### src/rtl/aeolus_seq_pkg.sv
// Shared opcodes, sequencer states and the ALU-class helper for the Aeolus sequencer.
package aeolus_seq_pkg;

  localparam logic [3:0] OP_LDA  = 4'd0;
  localparam logic [3:0] OP_LDB  = 4'd1;
  localparam logic [3:0] OP_LDO  = 4'd2;
  localparam logic [3:0] OP_LDSA = 4'd3;
  localparam logic [3:0] OP_LDSB = 4'd4;
  localparam logic [3:0] OP_LSH  = 4'd5;
  localparam logic [3:0] OP_RSH  = 4'd6;
  localparam logic [3:0] OP_CLR  = 4'd7;
  localparam logic [3:0] OP_SNZA = 4'd8;
  localparam logic [3:0] OP_SNZS = 4'd9;
  localparam logic [3:0] OP_ADD  = 4'd10;
  localparam logic [3:0] OP_SUB  = 4'd11;
  localparam logic [3:0] OP_AND  = 4'd12;
  localparam logic [3:0] OP_OR   = 4'd13;
  localparam logic [3:0] OP_XOR  = 4'd14;
  localparam logic [3:0] OP_INV  = 4'd15;

  typedef enum logic [2:0] {
    S_IDLE  = 3'd0,
    S_FETCH = 3'd1,
    S_EXEC  = 3'd2,
    S_WB    = 3'd3,
    S_HALT  = 3'd4
  } seq_state_e;

  // Opcodes whose result is written back into ACC: LDSA..RSH and ADD..INV.
  localparam logic [15:0] ALU_CLASS_MASK = 16'hFC78;

  function automatic logic op_is_alu(input logic [3:0] op);
    return ALU_CLASS_MASK[op];
  endfunction

endpackage

### src/rtl/aeolus_sequencer_if.sv
// Sequencer <-> ROM/datapath bus; AEOLUS_SEQ_BREAKPOINT_EN adds the breakpoint signals.
interface aeolus_sequencer_if #(
  parameter int PC_WIDTH = 4,
  parameter int OP_WIDTH = 4
);
  logic                     run_i;
  logic                     step_i;
  logic [OP_WIDTH-1:0]      opcode_i;
  logic                     skip_cond_i;
  logic [PC_WIDTH-1:0]      pc_o;
  logic [2**OP_WIDTH-1:0]   ctrl_o;
  logic                     acc_we_o;
  logic                     busy_o;
  logic                     halted_o;
  logic                     wrap_o;
`ifdef AEOLUS_SEQ_BREAKPOINT_EN
  logic                     bp_en_i;
  logic [PC_WIDTH-1:0]      bp_addr_i;
  logic                     bp_hit_o;

  modport slave (
    input  run_i, step_i, opcode_i, skip_cond_i, bp_en_i, bp_addr_i,
    output pc_o, ctrl_o, acc_we_o, busy_o, halted_o, wrap_o, bp_hit_o
  );
  modport master (
    output run_i, step_i, opcode_i, skip_cond_i, bp_en_i, bp_addr_i,
    input  pc_o, ctrl_o, acc_we_o, busy_o, halted_o, wrap_o, bp_hit_o
  );
`else
  modport slave (
    input  run_i, step_i, opcode_i, skip_cond_i,
    output pc_o, ctrl_o, acc_we_o, busy_o, halted_o, wrap_o
  );
  modport master (
    output run_i, step_i, opcode_i, skip_cond_i,
    input  pc_o, ctrl_o, acc_we_o, busy_o, halted_o, wrap_o
  );
`endif
endinterface

### src/rtl/aeolus_op_decode.sv
// Combinational instruction decode: one-hot strobe vector plus ALU-class and skip-class flags.
module aeolus_op_decode
  import aeolus_seq_pkg::*;
#(
  parameter int OP_WIDTH = 4
) (
  input  logic [OP_WIDTH-1:0]    i_ir,
  output logic [2**OP_WIDTH-1:0] o_onehot,
  output logic                   o_is_alu,
  output logic                   o_is_snz
);
  logic [31:0] w_ir_ext;

  assign w_ir_ext = 32'(i_ir);

  // Decode the instruction register into strobe and class flags.
  always_comb begin
    o_onehot       = '0;
    o_onehot[i_ir] = 1'b1;
    if (w_ir_ext < 32'd16) begin
      o_is_alu = op_is_alu(w_ir_ext[3:0]);
    end else begin
      o_is_alu = 1'b0;
    end
    o_is_snz = (w_ir_ext == 32'(OP_SNZA)) || (w_ir_ext == 32'(OP_SNZS));
  end
endmodule

### src/rtl/aeolus_sequencer.sv
// Aeolus multi-cycle sequencer: PC, IR and FETCH/EXEC/WB timing with registered strobes.
// Optional breakpoint hardware is built when AEOLUS_SEQ_BREAKPOINT_EN is defined.
module aeolus_sequencer
  import aeolus_seq_pkg::*;
#(
  parameter int PC_WIDTH    = 4,
  parameter int OP_WIDTH    = 4,
  parameter int EXEC_CYCLES = 1,
  parameter int WRAP_HALT   = 0
) (
  input  logic                clk,
  input  logic                reset,
  aeolus_sequencer_if.slave   bus
);
  localparam int                CTRL_W   = 2**OP_WIDTH;
  localparam int                CNT_W    = (EXEC_CYCLES > 1) ? $clog2(EXEC_CYCLES) : 1;
  localparam logic [CNT_W-1:0]  CNT_LAST = CNT_W'(EXEC_CYCLES - 1);
  localparam logic [PC_WIDTH:0] INC_ONE  = (PC_WIDTH+1)'(1);
  localparam logic [PC_WIDTH:0] INC_TWO  = (PC_WIDTH+1)'(2);

  seq_state_e            r_state, w_state_nxt;
  logic [PC_WIDTH-1:0]   r_pc, w_pc_nxt;
  logic [OP_WIDTH-1:0]   r_ir, w_ir_nxt;
  logic [CNT_W-1:0]      r_cnt, w_cnt_nxt;
  logic                  r_skip, w_skip_nxt;
  logic                  w_bp_stop;
  logic [PC_WIDTH:0]     w_sum_wb, w_sum_out;
  logic [CTRL_W-1:0]     w_onehot;
  logic                  w_is_alu, w_is_snz;
  logic [CTRL_W-1:0]     r_ctrl, w_ctrl_nxt;
  logic                  r_acc_we, w_acc_we_nxt;
  logic                  r_busy, w_busy_nxt;
  logic                  r_halted, w_halted_nxt;
  logic                  r_wrap, w_wrap_nxt;
  logic                  r_bp_hit;

  // The IR only changes on FETCH, so decoding its next value lets the strobes be registered.
  assign w_ir_nxt = (r_state == S_FETCH) ? bus.opcode_i : r_ir;
  assign w_sum_wb = {1'b0, r_pc} + (r_skip ? INC_TWO : INC_ONE);

  aeolus_op_decode #(.OP_WIDTH(OP_WIDTH)) u_decode (
    .i_ir     (w_ir_nxt),
    .o_onehot (w_onehot),
    .o_is_alu (w_is_alu),
    .o_is_snz (w_is_snz)
  );

  // Next-state logic for the instruction FSM, PC, exec counter and skip flag.
  always_comb begin
    w_state_nxt = r_state;
    w_pc_nxt    = r_pc;
    w_cnt_nxt   = r_cnt;
    w_skip_nxt  = r_skip;
    w_bp_stop   = 1'b0;
    case (r_state)
      S_IDLE: begin
        if (bus.run_i || bus.step_i) begin
          w_state_nxt = S_FETCH;
        end else begin
          w_state_nxt = S_IDLE;
        end
      end
      S_FETCH: begin
        w_cnt_nxt   = '0;
        w_state_nxt = S_EXEC;
      end
      S_EXEC: begin
        if (r_cnt == CNT_LAST) begin
          w_skip_nxt  = w_is_snz & bus.skip_cond_i;
          w_cnt_nxt   = '0;
          w_state_nxt = S_WB;
        end else begin
          w_cnt_nxt   = r_cnt + CNT_W'(1);
        end
      end
      S_WB: begin
        w_pc_nxt = w_sum_wb[PC_WIDTH-1:0];
        if ((WRAP_HALT != 0) && w_sum_wb[PC_WIDTH]) begin
          w_state_nxt = S_HALT;
        end else if (bus.run_i) begin
`ifdef AEOLUS_SEQ_BREAKPOINT_EN
          if (bus.bp_en_i && (w_sum_wb[PC_WIDTH-1:0] == bus.bp_addr_i)) begin
            w_state_nxt = S_IDLE;
            w_bp_stop   = 1'b1;
          end else begin
            w_state_nxt = S_FETCH;
          end
`else
          w_state_nxt = S_FETCH;
`endif
        end else begin
          w_state_nxt = S_IDLE;
        end
      end
      S_HALT: begin
        w_state_nxt = S_HALT;
      end
      default: begin
        w_state_nxt = S_IDLE;
      end
    endcase
  end

  // Outputs are computed for the upcoming state so they can come straight from flops.
  assign w_sum_out = {1'b0, r_pc} + (w_skip_nxt ? INC_TWO : INC_ONE);

  // Output pre-decode from the next state.
  always_comb begin
    w_ctrl_nxt   = '0;
    w_acc_we_nxt = 1'b0;
    w_wrap_nxt   = 1'b0;
    if (w_state_nxt == S_EXEC) begin
      w_ctrl_nxt = w_onehot;
    end else if (w_state_nxt == S_WB) begin
      w_acc_we_nxt = w_is_alu;
      w_wrap_nxt   = w_sum_out[PC_WIDTH];
    end else begin
      w_ctrl_nxt = '0;
    end
    w_busy_nxt   = (w_state_nxt == S_FETCH) || (w_state_nxt == S_EXEC) || (w_state_nxt == S_WB);
    w_halted_nxt = (w_state_nxt == S_HALT);
  end

  // State and output registers; reset aborts any in-flight instruction.
  always_ff @(posedge clk or negedge reset) begin
    if (!reset) begin
      r_state  <= S_IDLE;
      r_pc     <= '0;
      r_ir     <= '0;
      r_cnt    <= '0;
      r_skip   <= 1'b0;
      r_ctrl   <= '0;
      r_acc_we <= 1'b0;
      r_busy   <= 1'b0;
      r_halted <= 1'b0;
      r_wrap   <= 1'b0;
      r_bp_hit <= 1'b0;
    end else begin
      r_state  <= w_state_nxt;
      r_pc     <= w_pc_nxt;
      r_ir     <= w_ir_nxt;
      r_cnt    <= w_cnt_nxt;
      r_skip   <= w_skip_nxt;
      r_ctrl   <= w_ctrl_nxt;
      r_acc_we <= w_acc_we_nxt;
      r_busy   <= w_busy_nxt;
      r_halted <= w_halted_nxt;
      r_wrap   <= w_wrap_nxt;
      r_bp_hit <= w_bp_stop;
    end
  end

  assign bus.pc_o     = r_pc;
  assign bus.ctrl_o   = r_ctrl;
  assign bus.acc_we_o = r_acc_we;
  assign bus.busy_o   = r_busy;
  assign bus.halted_o = r_halted;
  assign bus.wrap_o   = r_wrap;
`ifdef AEOLUS_SEQ_BREAKPOINT_EN
  assign bus.bp_hit_o = r_bp_hit;
`else
  logic w_unused_bp;
  assign w_unused_bp = r_bp_hit;
`endif

endmodule
### src/flat_wrapper.sv
// flat-port wrapper written by rule: the top's interface ports become plain ports
module aeolus_sequencer_flat import aeolus_seq_pkg::*;
#(
  parameter int PC_WIDTH    = 4,
  parameter int OP_WIDTH    = 4,
  parameter int EXEC_CYCLES = 1,
  parameter int WRAP_HALT   = 0
)
  (clk, reset, bus_run_i, bus_step_i, bus_opcode_i, bus_skip_cond_i, bus_pc_o, bus_ctrl_o, bus_acc_we_o, bus_busy_o, bus_halted_o, bus_wrap_o);
  aeolus_sequencer_if #(.PC_WIDTH(PC_WIDTH), .OP_WIDTH(OP_WIDTH)) bus_i ();
  input  logic clk;
  input  logic reset;
  input wire logic [$bits(bus_i.run_i)-1:0] bus_run_i;
  input wire logic [$bits(bus_i.step_i)-1:0] bus_step_i;
  input wire logic [$bits(bus_i.opcode_i)-1:0] bus_opcode_i;
  input wire logic [$bits(bus_i.skip_cond_i)-1:0] bus_skip_cond_i;
  output wire logic [$bits(bus_i.pc_o)-1:0] bus_pc_o;
  output wire logic [$bits(bus_i.ctrl_o)-1:0] bus_ctrl_o;
  output wire logic [$bits(bus_i.acc_we_o)-1:0] bus_acc_we_o;
  output wire logic [$bits(bus_i.busy_o)-1:0] bus_busy_o;
  output wire logic [$bits(bus_i.halted_o)-1:0] bus_halted_o;
  output wire logic [$bits(bus_i.wrap_o)-1:0] bus_wrap_o;
  assign bus_i.run_i = bus_run_i;
  assign bus_i.step_i = bus_step_i;
  assign bus_i.opcode_i = bus_opcode_i;
  assign bus_i.skip_cond_i = bus_skip_cond_i;
  assign bus_pc_o = bus_i.pc_o;
  assign bus_ctrl_o = bus_i.ctrl_o;
  assign bus_acc_we_o = bus_i.acc_we_o;
  assign bus_busy_o = bus_i.busy_o;
  assign bus_halted_o = bus_i.halted_o;
  assign bus_wrap_o = bus_i.wrap_o;
  aeolus_sequencer #(.PC_WIDTH(PC_WIDTH), .OP_WIDTH(OP_WIDTH), .EXEC_CYCLES(EXEC_CYCLES), .WRAP_HALT(WRAP_HALT)) u_core (.clk(clk), .reset(reset), .bus(bus_i));
endmodule
### config.mk
export PLATFORM = sky130hd
export DESIGN_NAME = aeolus_sequencer_flat
export DESIGN_NICKNAME = d
export VERILOG_FILES = /design/src/rtl/aeolus_seq_pkg.sv /design/src/rtl/aeolus_sequencer_if.sv /design/src/rtl/aeolus_op_decode.sv /design/src/rtl/aeolus_sequencer.sv /design/src/flat_wrapper.sv
export SDC_FILE = /design/constraint.sdc
export NUM_CORES = 1
export LEC_CHECK = 0
export ABC_AREA = 0
export ABC_CLOCK_PERIOD_IN_PS = 3550
export CORE_UTILIZATION = 50
export DETAILED_ROUTE_END_ITERATION = 10
export PLACE_DENSITY = 0.93
export SYNTH_ARGS = -nofsm -noshare
export SYNTH_HDL_FRONTEND = slang
export SYNTH_SLANG_ARGS = --single-unit
### constraint.sdc
create_clock -name clk -period 3.55 [get_ports clk]
set_input_delay 0.5325 -clock clk [delete_from_list [all_inputs] [get_ports clk]]
set_output_delay 0.5325 -clock clk [all_outputs]
set_load 0.02 [all_outputs]
# [After elaboration in Yosys (flattened, before gate mapping)]
# Memories as Yosys holds them, arrays and structs flattened.
# Cells that the tools add are included.
[word_totals] input_bits=9 rom_bits=16 mem_count=1 register_bits=33 elab_cells=55
[mem_list] name="(name not given)" words=16 word_bits=1 read_ports=1 rd_ports_with_merged_regs=0 write_ports=0 line_no="aeolus_seq_pkg.sv:33" text="return ALU_CLASS_MASK[op];"
[op_classes] n_mux=20 n_eq_ne=10 order_cmp=3 bitwise_logic=1 n_reduce_logical=7 addsub=3
[ops] cell="two-way mux 16 bit" count=1
[ops] cell="case mux 3 bit (5 select lines)" count=1
[ops] cell="== test 3 x 2 -> 1 bit, second input constant" count=4
[ops] cell="two-way mux 1 bit" count=12
[ops] cell="< comparator 4 x 5 -> 1 bit, second input constant" count=2
[ops] cell="== test 4 bit, second input constant" count=2
[ops] cell="== test 3 x 1 -> 1 bit, second input constant" count=2
[ops] cell="== test 3 bit, second input constant" count=2
[ops] cell="adder 4 x 5 -> 5 bit" count=1
[ops] cell="adder 4 bit" count=1
[ops] cell="demux 1 bit (select 4 bit)" count=1
[ops] cell=">= comparator 4 x 1 -> 1 bit, second input constant" count=1
[ops] cell="logical OR 1 bit" count=4
[ops] cell="two-way mux 2 bit" count=2
[ops] cell="two-way mux 4 bit" count=1
[ops] cell="zero test 3 bit" count=1
[ops] cell="two-way mux 3 bit" count=1
[ops] cell="case mux 1 bit (2 select lines)" count=1
[ops] cell="nonzero test 2 bit" count=1
[ops] cell="adder 1 bit, second input constant" count=1
[ops] cell="AND 1 bit" count=1
[ops] cell="logical AND 1 bit" count=1

# [Longest topological paths before layout]
# Gate-level depths: netlist (run 1).
[depth] word_depth=11 depth_mapped=7 mapped_depth_nobuf=6

# [Cells and area by module]
# A second synthesis (run 1) with hierarchy kept.
[hier_totals] cells_unflattened=118 area_unflattened_um2=1398.8
[modules_own_cells] mod="aeolus_sequencer" area_each_um2=1258.7 n_inst=1 cells_each=91
[modules_own_cells] mod="aeolus_op_decode" area_each_um2=140.1 n_inst=1 cells_each=27

# [Worst setup path before layout (run 1)]
# No wires, ideal clock.
[synth_path] path_kind="reg2reg" startpoint="register u_core.r_state[0]" endpoint="register u_core.r_wrap, in the netlist u_core.bus.wrap_o" setup_slack_ns=1.832 t_arrival_ns=1.596 setup_time_ns=0.122 stages_incl_launch_ff=8 n_path_buf=1 cell_sequence="dfrtp_1 > buf_4 > nor3b_1 > nand4_1 > o21ai_0 > ha_1 > o311a_1 > o2111a_1"
[synth_between] elab_chain_cells=11 elab_cells_between_ends=20 classes_between="1 x add/sub; 8 x eq/ne; 8 x mux; 1 x bitwise; 2 x reduce/logical"
[synth_lines] item="start, declared" line_no="aeolus_sequencer.sv:21" text="seq_state_e r_state, w_state_nxt;"
[synth_lines] item="start signal, assigned" line_no="aeolus_sequencer.sv:139" text="r_state <= w_state_nxt;"
[synth_lines] item="== test 3 x 1 -> 1 bit" line_no="aeolus_sequencer.sv:38" text="assign w_ir_nxt = (r_state == S_FETCH) ? bus.opcode_i : r_ir;"
[synth_lines] item="two-way mux 4 bit" line_no="aeolus_sequencer.sv:38"
[synth_lines] item="== test 4 bit" line_no="aeolus_op_decode.sv:25" text="o_is_snz = (w_ir_ext == 32'(OP_SNZA)) || (w_ir_ext == 32'(OP_SNZS));"
[synth_lines] item="logical OR 1 bit" line_no="aeolus_op_decode.sv:25"
[synth_lines] item="AND 1 bit" line_no="aeolus_sequencer.sv:69" text="w_skip_nxt = w_is_snz & bus.skip_cond_i;"
[synth_lines] item="two-way mux 1 bit" line_no="aeolus_sequencer.sv:68" text="if (r_cnt == CNT_LAST) begin"
[synth_lines] item="two-way mux 1 bit (*)" line_no="aeolus_sequencer.sv:55" text="case (r_state)"
[synth_lines] item="via u_core.w_skip_nxt" line_no="aeolus_sequencer.sv:25" text="logic r_skip, w_skip_nxt;"
[synth_lines] item="two-way mux 2 bit (*)" line_no="aeolus_sequencer.sv:105" text="assign w_sum_out = {1'b0, r_pc} + (w_skip_nxt ? INC_TWO : INC_ONE);"
[synth_lines] item="adder 4 x 5 -> 5 bit (*)" line_no="aeolus_sequencer.sv:105"
[synth_lines] item="two-way mux 1 bit (*)" line_no="aeolus_sequencer.sv:114" text="end else if (w_state_nxt == S_WB) begin"
[synth_lines] item="two-way mux 1 bit (*)" line_no="aeolus_sequencer.sv:112" text="if (w_state_nxt == S_EXEC) begin"
[synth_lines] item="via u_core.w_wrap_nxt" line_no="aeolus_sequencer.sv:34" text="logic r_wrap, w_wrap_nxt;"
[synth_lines] item="end signal, assigned" line_no="aeolus_sequencer.sv:148" text="r_wrap <= w_wrap_nxt;"
[synth_lines] item="end, declared" line_no="aeolus_sequencer.sv:34"
# The timed path passes the listed nets; every way through them passes the cells marked *.
# A chain may end at the register's enable or synchronous reset.

# [Final worst setup path (run 1)]
[layout_path] startpoint="register u_core.r_state[1]" endpoint="register u_core.r_wrap, in the netlist u_core.bus.wrap_o"
# Same word-level chain as after synthesis.

==> results of run 1 <==
-- final timing paths --
| path | from | end | slack (ns) | depth (start not counted) |
|---|---|---|---|---|
| setup reg to reg | u_core.r_state[1]$_DFF_PN0_ | u_core.bus.wrap_o$_DFF_PN0_ | 1.53 | 6 |
| max in group asynchronous | reset | u_core.bus.pc_o[3]$_DFFE_PN0N_ | 2.65 | 2 |
| hold / removal | u_core.bus.pc_o[3]$_DFFE_PN0N_ | u_core.bus.pc_o[3]$_DFFE_PN0N_ | 0.54 | 1 |
| hold reg to reg | u_core.bus.pc_o[3]$_DFFE_PN0N_ | u_core.bus.pc_o[3]$_DFFE_PN0N_ | 0.54 | 1 |
| setup / recovery | u_core.r_state[1]$_DFF_PN0_ | u_core.bus.wrap_o$_DFF_PN0_ | 1.53 | 6 |
| min in group asynchronous | reset | u_core.bus.ctrl_o[8]$_DFF_PN0_ | 0.61 | 2 |
-- flip-flops by register name, summed over array words and instances, names as in the netlist --
| register | count |
|---|---|
| u_core.bus.pc_o | 4 |
| u_core.r_ir | 4 |
| u_core.r_skip | 1 |
| u_core.bus.acc_we_o | 1 |
| u_core.bus.halted_o | 1 |
| u_core.bus.busy_o | 1 |
| u_core.bus.wrap_o | 1 |
| u_core.r_state | 3 |
| u_core.bus.ctrl_o | 16 |
-- final cells by class --
type / instances / area, um^2
sequential: 32 / 801
fill: 160 / 639
multi-input combinational: 61 / 424
timing repair buffer: 33 / 328
clock buffer: 8 / 58.8
tap: 28 / 35.0
inverter: 3 / 11.3
-- cells in the final DEF (no fill, tap or decap), drive strengths merged, types with 2 or more instances in the layout --
cell and count:
nor2 17, o21ai 3, inv 3, dfrtp 32, clkbuf 8, mux2 5, nor3b 5, clkdlybuf4s50 32
nor3 5, ha 3, nand2 4, nand3b 3, xor2 2, nand2b 2
-- metrics by stage --
| stage | instance area [um^2] | utilization | instances | worst slack (ns) |
|---|---|---|---|---|
| 2_1_floorplan | 1250 | - | 98 | 1.83 |
| 3_3_place_gp | 1600 | 0.696 | 157 | 1.64 |
| 3_5_place_dp | 1600 | 0.696 | 157 | 1.55 |
| 4_1_cts | 1660 | 0.722 | 165 | 1.53 |
| 5_1_grt | 1660 | 0.722 | 165 | 1.34 |
| 6_report | 1660 | 0.722 | 165 | 1.53 |
-- power by group through the flow --
stage	logic, mW	registers (mW)	clock network [mW]
after detailed placement	0.426	0.551	0
final	0.432	0.545	0.202
after CTS	0.432	0.543	0.208
after global placement	0.401	0.538	0
after floorplan	0.260	0.559	0
after global routing	0.480	0.557	0.227
-- kinds of logic after synthesis --
logic type / after synthesis
flip-flops: 32
AO/OA/AOI/OAI: 8
multiplexers: 5
buffers and inverters: 5
AND/OR/NAND/NOR: 41
XOR/XNOR: 3
adder cells (fa/ha/maj): 4
-- cells in the mapped netlist --
cell      count
dfrtp_1      32
nor2_1       17
mux2_2        5
nand2_1       4
nor3_1        4
nor3b_1       4
ha_1          3
inv_1         3
nand3b_1      3
o21ai_0       3
nand2b_1      2
xor2_1        2
a211oi_1      1
a21oi_1       1
buf_4         1
buf_6         1
fa_1          1
nand3_1       1
nand4_1       1
nand4b_1      1
nor3_2        1
nor3b_4       1
o2111a_1      1
o21a_1        1
o311a_1       1
or2_2         1
or3b_1        1
xnor2_1       1
-- layer usage --
| metal | vias to the layer above | share of wire |
|---|---|---|
| li1 | 411 | - |
| met1 | 426 | 0.41 |
| met2 | 35 | 0.52 |
| met3 | 4 | 0.053 |
| met4 | 0 | 0.010 |
| met5 | - | 0 |
==> out/qor.yml, run 1 <==
floorplan:
  io_pins: 33
  die_w_um: 52.1
  initial_core_util: 0.546
  dieArea_um2: 2710
  fp.coreArea_um2: 2300
  die_h_um: 52.1
  rows: 17
synth:
  syn_avg_cell_area_um2: 12.8
  ys_seq_area_frac: 0.638
  synthAdderAreaFrac: 0.0459
  synth_xor_area_frac: 0.0209
  ys_warn_count: 0
  synth_top_area_cell: "dfrtp_1"
  synth-simple-area-share: 0.181
  synthMuxAreaShare: 0.0449
  syn_inst: 98
  synth_compound_area_frac: 0.0449
  synth_top_family_by_area: "simple AND/OR/NAND/NOR gates"
  synth_nets: 111
  ys_top_cells_by_area: "dfrtp_1 64%, nor2_1 5.1%, mux2_2 4.5%"
  syn_area_um2: 1250
  synth.top_cell.area_share: 0.638
  ys_seq_elements: 32
  yosysUniqueCellTypes: 28
pwr:
  p_clk_frac: 0.171
  p_sw_mw: 0.417
  finalPower_mw: 1.18
  cellLeakagePower_nw: 0.731
  power.share.sequential: 0.462
  p_int_mw: 0.763
  p_sw_frac: 0.353
  ir_drop_mv: 0.509
  comb_power_share: 0.366
  powerDensity_nw_per_um2: 711
outcome:
  status: "finished clean"
worst_setup_path:
  cp_top_family: "simple AND/OR/NAND/NOR gates"
  path_buf_inv: 0
  critPathLaunchType: "register"
  crit_chain: "nor3b_1, nand4_1, o21ai_0, ha_1, o311a_1, o2111a_1"
  critical_path_required_ns: 3.74
  critPathKind: "register to register"
  cp.arrival_ns: 2.21
  end_kind: "register"
  critPathMaxFanout: 8
  max_stage_delay_ns: 0.51
  crit_slowest_cell: "dfrtp_1"
placement:
  place_congestion: 0.782
  dp_hpwl_um: 1900
  io_buffers: 32
global_routing:
  overflow: 0
  grt_util_met3: 0.0526
  antenna_found_initial: 0
  grt.busiest_layer: "met2"
  grt_max_degree: 33
  grt_use_met1: 0.272
  grt_pass1_wl_um: 4130
  grtUsageMet2: 0.365
  first_global_vias: 884
  track_usage: 0.218
clock_tree:
  htree_levels: 2
  post_cts_buffers: 0
  cts.repair.resized: 0
  clk_latency_ns: 0.31
  cts-root-buf: "clkbuf_4"
  cts_hold_buf: 0
  numClockSinks: 32
  cts_buffers: 5
  clock_path_buffers: 2
  cts_tree: "built"
  clk_pin_slew_ns: 0.09
run:
  maxCapViolCount: 0
layout:
  layout-drive-gt1-share: 0.109
  area_delta_synth_final_pct: 32.1
  antenna_cells: 0
  fin_nets: 149
route:
  first_pass_iters: 4
  first_iter_violations: 16
  via_count: 876
  viasPerCell: 5.31
  finalWirelength_um: 2520
  ant_nets: 0
  wl_per_cell_um: 15.2
  drc: 0
timing:
  min_period_over_period: 0.568
  slew_headroom: 0.694
  worst_pin_slew_ns: 0.459
  fin_crit_ns: 2.02
  holdWs_ns: 0.538
  skew_ns: 0.00613
  rsz0062_at_grt: "no"
  hold_violations: 0
  slew_viol_final: 0
  fin_setup_tns_ns: 0
  finalSetupViolations: 0
  max_freq_ghz: 0.496
worst_hold_path:
  min_path_type: "register to register"
No activity file was read; power rests on OpenSTA's default activity.
==> run 2, diff against run 1 <==
--- a/config.mk
+++ b/config.mk
@@ -6,10 +6,10 @@
 export NUM_CORES = 1
 export LEC_CHECK = 0
 export ABC_AREA = 0
-export ABC_CLOCK_PERIOD_IN_PS = 3550
-export CORE_UTILIZATION = 50
+export ABC_CLOCK_PERIOD_IN_PS = 1900
+export CORE_UTILIZATION = 47
 export DETAILED_ROUTE_END_ITERATION = 10
-export PLACE_DENSITY = 0.93
+export PLACE_DENSITY = 0.89
 export SYNTH_ARGS = -nofsm -noshare
 export SYNTH_HDL_FRONTEND = slang
 export SYNTH_SLANG_ARGS = --single-unit
==> constraint.sdc (replaced) <==
create_clock -name clk -period 1.9 [get_ports clk]
set_input_delay 0.285 -clock clk [delete_from_list [all_inputs] [get_ports clk]]
set_output_delay 0.285 -clock clk [all_outputs]
set_load 0.02 [all_outputs]
==> run 2 against run 1 <==
Against the previous run:
- non-clock buffer count grew 4
- combinational power grew 110%
- largest cell class unchanged
- sequential power grew 79%
- clock skew grew 0.0021 ns
- worst setup slack lost 1.3 ns
- largest power group unchanged
- cell count grew 3.6%
- critical endpoint is now bus_pc_o[2]
- wire length shrank 3.7%
- die area grew 6.1%
==> out/qor.yml, run 2 (same netlist as run 1, synthesis figures left out) <==
worst_setup_path:
  crit_chain: "clkdlybuf4s50_1"  # was nor3b_1, nand4_1, o21ai_0, ha_1, o311a_1, o2111a_1
  cp_top_family: "buffers and inverters"  # was simple AND/OR/NAND/NOR gates
  cp.arrival_ns: 1.41  # was 2.21 ns
  critPathLaunchType: "register"  # unchanged
  path_buf_inv: 1  # was 0
  reg2reg_depth: 6  # unchanged
  end_kind: "primary output"  # was register
  critical_path_required_ns: 1.62  # was 3.74 ns
  critPathKind: "register to primary output"  # was register to register
  critPathMaxFanout: 4  # was 8
  cp_num_cells: 1  # was 6
  max_stage_delay_ns: 0.65  # was 0.51 ns
  crit_slowest_cell: "clkdlybuf4s50_1"  # was dfrtp_1
clock_tree:
  post_cts_buffers: 0  # unchanged
  clk_pin_slew_ns: 0.10  # was 0.09 ns
  cts_hold_buf: 0  # unchanged
  cts_buffers: 5  # unchanged
  clock_path_buffers: 2  # unchanged
  cts_tree: "built"  # unchanged
  htree_levels: 2  # unchanged
  cts.repair.resized: 0  # unchanged
  clk_latency_ns: 0.33  # was 0.31 ns
  numClockSinks: 32  # unchanged
  cts-root-buf: "clkbuf_4"  # unchanged
floorplan:
  rows: 18  # was 17
  die_w_um: 53.7  # was 52.1 um
  fp.coreArea_um2: 2500  # was 2300 um^2
  die_h_um: 53.7  # was 52.1 um
  dieArea_um2: 2880  # was 2710 um^2
  initial_core_util: 0.502  # was 0.546
  io_pins: 33  # unchanged
global_routing:
  track_usage: 0.196  # was 0.218
  grtUsageMet2: 0.294  # was 0.365
  grt.busiest_layer: "met2"  # unchanged
  grt_max_degree: 33  # unchanged
  first_global_vias: 826  # was 884
  grt_use_met1: 0.264  # was 0.272
  grt_pass1_wl_um: 3900  # was 4130 um
  grt_util_met3: 0.0508  # was 0.0526
  antenna_found_initial: 0  # unchanged
  overflow: 0  # unchanged
route:
  ant_nets: 0  # unchanged
  first_iter_violations: 16  # unchanged
  viasPerCell: 5.22  # was 5.31
  drc: 0  # unchanged
  finalWirelength_um: 2420  # was 2520 um
  via_count: 893  # was 876
  first_pass_iters: 4  # unchanged
  wl_per_cell_um: 14.2  # was 15.2 um
placement:
  dp_hpwl_um: 1720  # was 1900 um
  dpl-instance-area_um2: 1630  # was 1600 um^2
  io_buffers: 32  # unchanged
  place_congestion: 0.807  # was 0.782
  pre_cts_slack_ns: 0.147  # was 1.55 ns
timing:
  fin_crit_ns: 1.69
  fin_setup_tns_ns: 0  # unchanged
  holdWs_ns: 0.321  # was 0.538 ns
  worst_pin_slew_ns: 0.381  # was 0.459 ns
  setup_ws_ns: 0.207  # was 1.53 ns
  finalSetupViolations: 0  # unchanged
  min_period_over_period: 0.891
  max_freq_ghz: 0.591
  hold_violations: 0  # unchanged
  slew_headroom: 0.746  # was 0.694
  slew_viol_final: 0  # unchanged
  rsz0062_at_grt: "no"  # unchanged
  skew_ns: 0.00820  # was 0.00613 ns
outcome:
  status: "finished clean"  # unchanged
layout:
  area_delta_synth_final_pct: 35.1  # was 32.1%
  fin_area_um2: 1700  # was 1660 um^2
  fin_nets: 153  # was 149
  largest_reg_flops: 16  # unchanged
  layout-drive-gt1-share: 0.142  # was 0.109
  antenna_cells: 0  # unchanged
  layout_common_cells: "32 x clkdlybuf4s50_1, 32 x dfrtp_1, 17 x nor2_1"  # was 32 x clkdlybuf4s50_1, 32 x dfrtp_1, 17 x nor2_1, 5 x mux2_2, 5 x clkbuf_4
  fillers: 182  # was 160
pwr:
  ir_drop_mv: 0.931  # was 0.509 mV
  powerDensity_nw_per_um2: 1340  # was 711 nW/um^2
  finalPower_mw: 2.27  # was 1.18 mW
  cellLeakagePower_nw: 0.753  # was 0.731 nW
run:
  maxCapViolCount: 0  # unchanged
worst_hold_path:
  min_path_type: "input port to asynchronous set/reset pin"  # was register to register
## run 2: cell count changes in the layout (fill, tap and decap cells not counted)
cell and change:
buf_4 +4, nor3b_2 +1, nor3b_1 -1
## run 2: report_power, final
part	total (mW)	switching (mW)	internal [mW]
Clock	0.399	0.216	0.182
Combinational	0.891	0.450	0.441
Sequential	0.975	0.137	0.838
Total	2.27	0.803	1.46
## run 2: stage by stage
step,util,cells
after floorplan,-,98
after global placement,0.653,163
after detailed placement,0.653,163
after CTS,0.676,171
after global routing,0.678,171
final,0.678,171
## run 2: area by class of cell
class | instances | area (um^2) | area share
timing repair buffer | 37 | 358 | 0.211
multi-input combinational | 61 | 429 | 0.253
sequential | 32 | 801 | 0.472
inverter | 3 | 11.3 | 0.00664
tap | 30 | 37.5 | 0.0221
clock buffer | 8 | 58.8 | 0.0347
## run 2: path summary, 6_finish.rpt
path | from | end | slack (ns)
max | u_core.bus.pc_o[2]$_DFFE_PN0N_ | bus_pc_o[2] | 0.21
min | reset | u_core.bus.pc_o[1]$_DFFE_PN0N_ | 0.32
max reg2reg | u_core.r_state[0]$_DFF_PN0_ | u_core.bus.wrap_o$_DFF_PN0_ | 0.23
min reg2reg | u_core.bus.pc_o[3]$_DFFE_PN0N_ | u_core.bus.pc_o[3]$_DFFE_PN0N_ | 0.52
max in group asynchronous | reset | u_core.bus.ctrl_o[2]$_DFF_PN0_ | 1.29
min in group clk | u_core.bus.pc_o[3]$_DFFE_PN0N_ | u_core.bus.pc_o[3]$_DFFE_PN0N_ | 0.52
## run 2: per-layer routing
metal / routed length [um] / part of all wire
met1: 1040 / 0.43
met2: 1250 / 0.52
met3: 90 / 0.037
met4: 38 / 0.016
met5: 0 / 0
## run 2: worst register-to-register path: cells and delay by family, from the launching register on
kind	cells	cell delay, ns
AO/OA/AOI/OAI	3	0.49
adder cells (fa/ha/maj)	1	0.28
flip-flops	1	0.40
AND/OR/NAND/NOR	2	0.40
==> run 3, diff against run 2 <==
--- a/config.mk
+++ b/config.mk
@@ -7,6 +7,7 @@
 export LEC_CHECK = 0
 export ABC_AREA = 0
 export ABC_CLOCK_PERIOD_IN_PS = 1900
+export CORE_ASPECT_RATIO = 0.5
 export CORE_UTILIZATION = 47
 export DETAILED_ROUTE_END_ITERATION = 10
 export PLACE_DENSITY = 0.89
==> run 3 against run 2 <==
Against the previous run:
- wire length grew 7.6%
- worst setup slack worse by 0.084 ns
- clock power up 31%
- power up 5.7%
- largest power group unchanged
==> out/qor.yml, run 3 (same netlist as run 1, synthesis figures left out) <==
layout:
  fin_util: 0.729  # was 0.678
  largest_reg_flops: 16  # unchanged
  layout-drive-gt1-share: 0.149  # was 0.142
  fin_nets: 153  # unchanged
  layout_common_cells: "32 x clkdlybuf4s50_1, 32 x dfrtp_1, 17 x nor2_1, 6 x clkbuf_8"  # was 32 x clkdlybuf4s50_1, 32 x dfrtp_1, 17 x nor2_1
  fillers: 164  # was 182
  final_cell_count_no_fill: 176  # was 171
  antenna_cells: 0  # unchanged
  area_delta_synth_final_pct: 37.9  # was 35.1%
  fin_area_um2: 1730  # was 1700 um^2
clock_tree:
  cts_tree: "built"  # unchanged
  cts_hold_buf: 0  # unchanged
  cts-root-buf: "clkbuf_8"  # was clkbuf_4
  htree_levels: 2  # unchanged
  cts.repair.resized: 0  # unchanged
  numClockSinks: 32  # unchanged
  post_cts_buffers: 0  # unchanged
  clk_latency_ns: 0.28  # was 0.33 ns
  clk_pin_slew_ns: 0.06  # was 0.10 ns
  clock_path_buffers: 2  # unchanged
  cts_buffers: 5  # unchanged
floorplan:
  io_pins: 33  # unchanged
  initial_core_util: 0.529  # was 0.502
  die_h_um: 38.5  # was 53.7 um
  dieArea_um2: 2890  # was 2880 um^2
  fp.coreArea_um2: 2370  # was 2500 um^2
  rows: 12  # was 18
  die_w_um: 75.1  # was 53.7 um
timing:
  rsz0062_at_grt: "no"  # unchanged
  min_period_over_period: 0.935  # was 0.891
  setup_ws_ns: 0.123  # was 0.207 ns
  slew_headroom: 0.733  # was 0.746
  slew_viol_final: 0  # unchanged
  fin_setup_tns_ns: 0  # unchanged
  hold_violations: 0  # unchanged
  skew_ns: 0.00256  # was 0.00820 ns
  finalSetupViolations: 0  # unchanged
  worst_pin_slew_ns: 0.400  # was 0.381 ns
  max_freq_ghz: 0.563  # was 0.591 GHz
  fin_crit_ns: 1.78  # was 1.69 ns
  holdWs_ns: 0.398  # was 0.321 ns
worst_setup_path:
  critPathKind: "register to register"  # was register to primary output
  cp.arrival_ns: 1.94  # was 1.41 ns
  crit_slowest_cell: "dfrtp_1"  # was clkdlybuf4s50_1
  end_kind: "register"  # was primary output
  crit_chain: "nor3b_1, nand4_1, o21ai_0, ha_1, o311a_1, o2111a_1"  # was clkdlybuf4s50_1
  critPathMaxFanout: 4  # unchanged
  max_stage_delay_ns: 0.39  # was 0.65 ns
  reg2reg_slack_ns: 0.12  # was 0.23 ns
  critical_path_required_ns: 2.06  # was 1.62 ns
  critPathLaunchType: "register"  # unchanged
route:
  wl_per_cell_um: 14.8  # was 14.2 um
  first_pass_iters: 4  # unchanged
  finalWirelength_um: 2610  # was 2420 um
  ant_nets: 0  # unchanged
  via_count: 899  # was 893
  first_iter_violations: 31  # was 16
  viasPerCell: 5.11  # was 5.22
  drc: 0  # unchanged
placement:
  io_buffers: 32  # unchanged
  dp_hpwl_um: 1770  # was 1720 um
  dp.cells: 168  # was 163
  place_congestion: 0.759  # was 0.807
  pre_cts_slack_ns: 0.146  # was 0.147 ns
  dpl-instance-area_um2: 1640  # was 1630 um^2
pwr:
  ir_drop_mv: 0.863  # was 0.931 mV
  finalPower_mw: 2.39  # was 2.27 mW
  cellLeakagePower_nw: 0.769  # was 0.753 nW
  powerDensity_nw_per_um2: 1380  # was 1340 nW/um^2
global_routing:
  first_global_vias: 887  # was 826
  grt_max_degree: 33  # unchanged
  grt_use_met1: 0.276  # was 0.264
  antenna_found_initial: 0  # unchanged
  grt_pass1_wl_um: 4090  # was 3900 um
  grtUsageMet2: 0.320  # was 0.294
  track_usage: 0.210  # was 0.196
  overflow: 0  # unchanged
  grt_util_met3: 0.0763  # was 0.0508
  grt.busiest_layer: "met2"  # unchanged
run:
  maxCapViolCount: 0  # unchanged
worst_hold_path:
  min_path_type: "input port to asynchronous set/reset pin"  # unchanged
outcome:
  status: "finished clean"  # unchanged
-- run 3: cell count changes in the layout (fill, tap and decap cells not counted), sizes merged --
cell	before	now
clkbuf	8	6
clkinv	0	2
-- run 3: area by class of cell --
cell class                      count  area (um^2)  share of cell area
Multi-Input combinational cell     61          424               0.245
Clock inverter                      2         10.0             0.00578
Clock buffer                        6         82.6              0.0477
Sequential cell                    32          801               0.463
Tap cell                           35         43.8              0.0253
Timing Repair Buffer               37          358               0.207
Inverter                            3         11.3             0.00651
-- run 3: power by group --
group	leakage (nW)	total (mW)	internal, mW	switching, mW
registers	0.420	0.982	0.840	0.142
logic	0.299	0.888	0.442	0.446
clock network	0.0510	0.523	0.288	0.235
-- run 3: worst max-delay path: cells and delay by family (launching register included) --
| kind | cells | cell delay (ns) |
|---|---|---|
| compound gates | 3 | 0.48 |
| fa+ha+maj | 1 | 0.28 |
| flops | 1 | 0.39 |
| simple gates | 2 | 0.51 |
-- run 3: metal layers --
metal,vias to the layer above,share of wire
met5,-,0
met4,0,0.016
met3,7,0.073
met2,37,0.47
met1,440,0.44
li1,415,-
-- run 3: worst paths after layout --
check	start	end	cells past startpoint
worst min register to register	u_core.bus.pc_o[3]$_DFFE_PN0N_	u_core.bus.pc_o[3]$_DFFE_PN0N_	1
max in group asynchronous	reset	u_core.bus.ctrl_o[10]$_DFF_PN0_	2
worst min-delay path	reset	u_core.r_ir[2]$_DFF_PN0_	2
min in group clk	u_core.bus.pc_o[3]$_DFFE_PN0N_	u_core.bus.pc_o[3]$_DFFE_PN0N_	1
worst max register to register	u_core.r_state[0]$_DFF_PN0_	u_core.bus.wrap_o$_DFF_PN0_	6
worst max-delay path	u_core.r_state[0]$_DFF_PN0_	u_core.bus.wrap_o$_DFF_PN0_	6
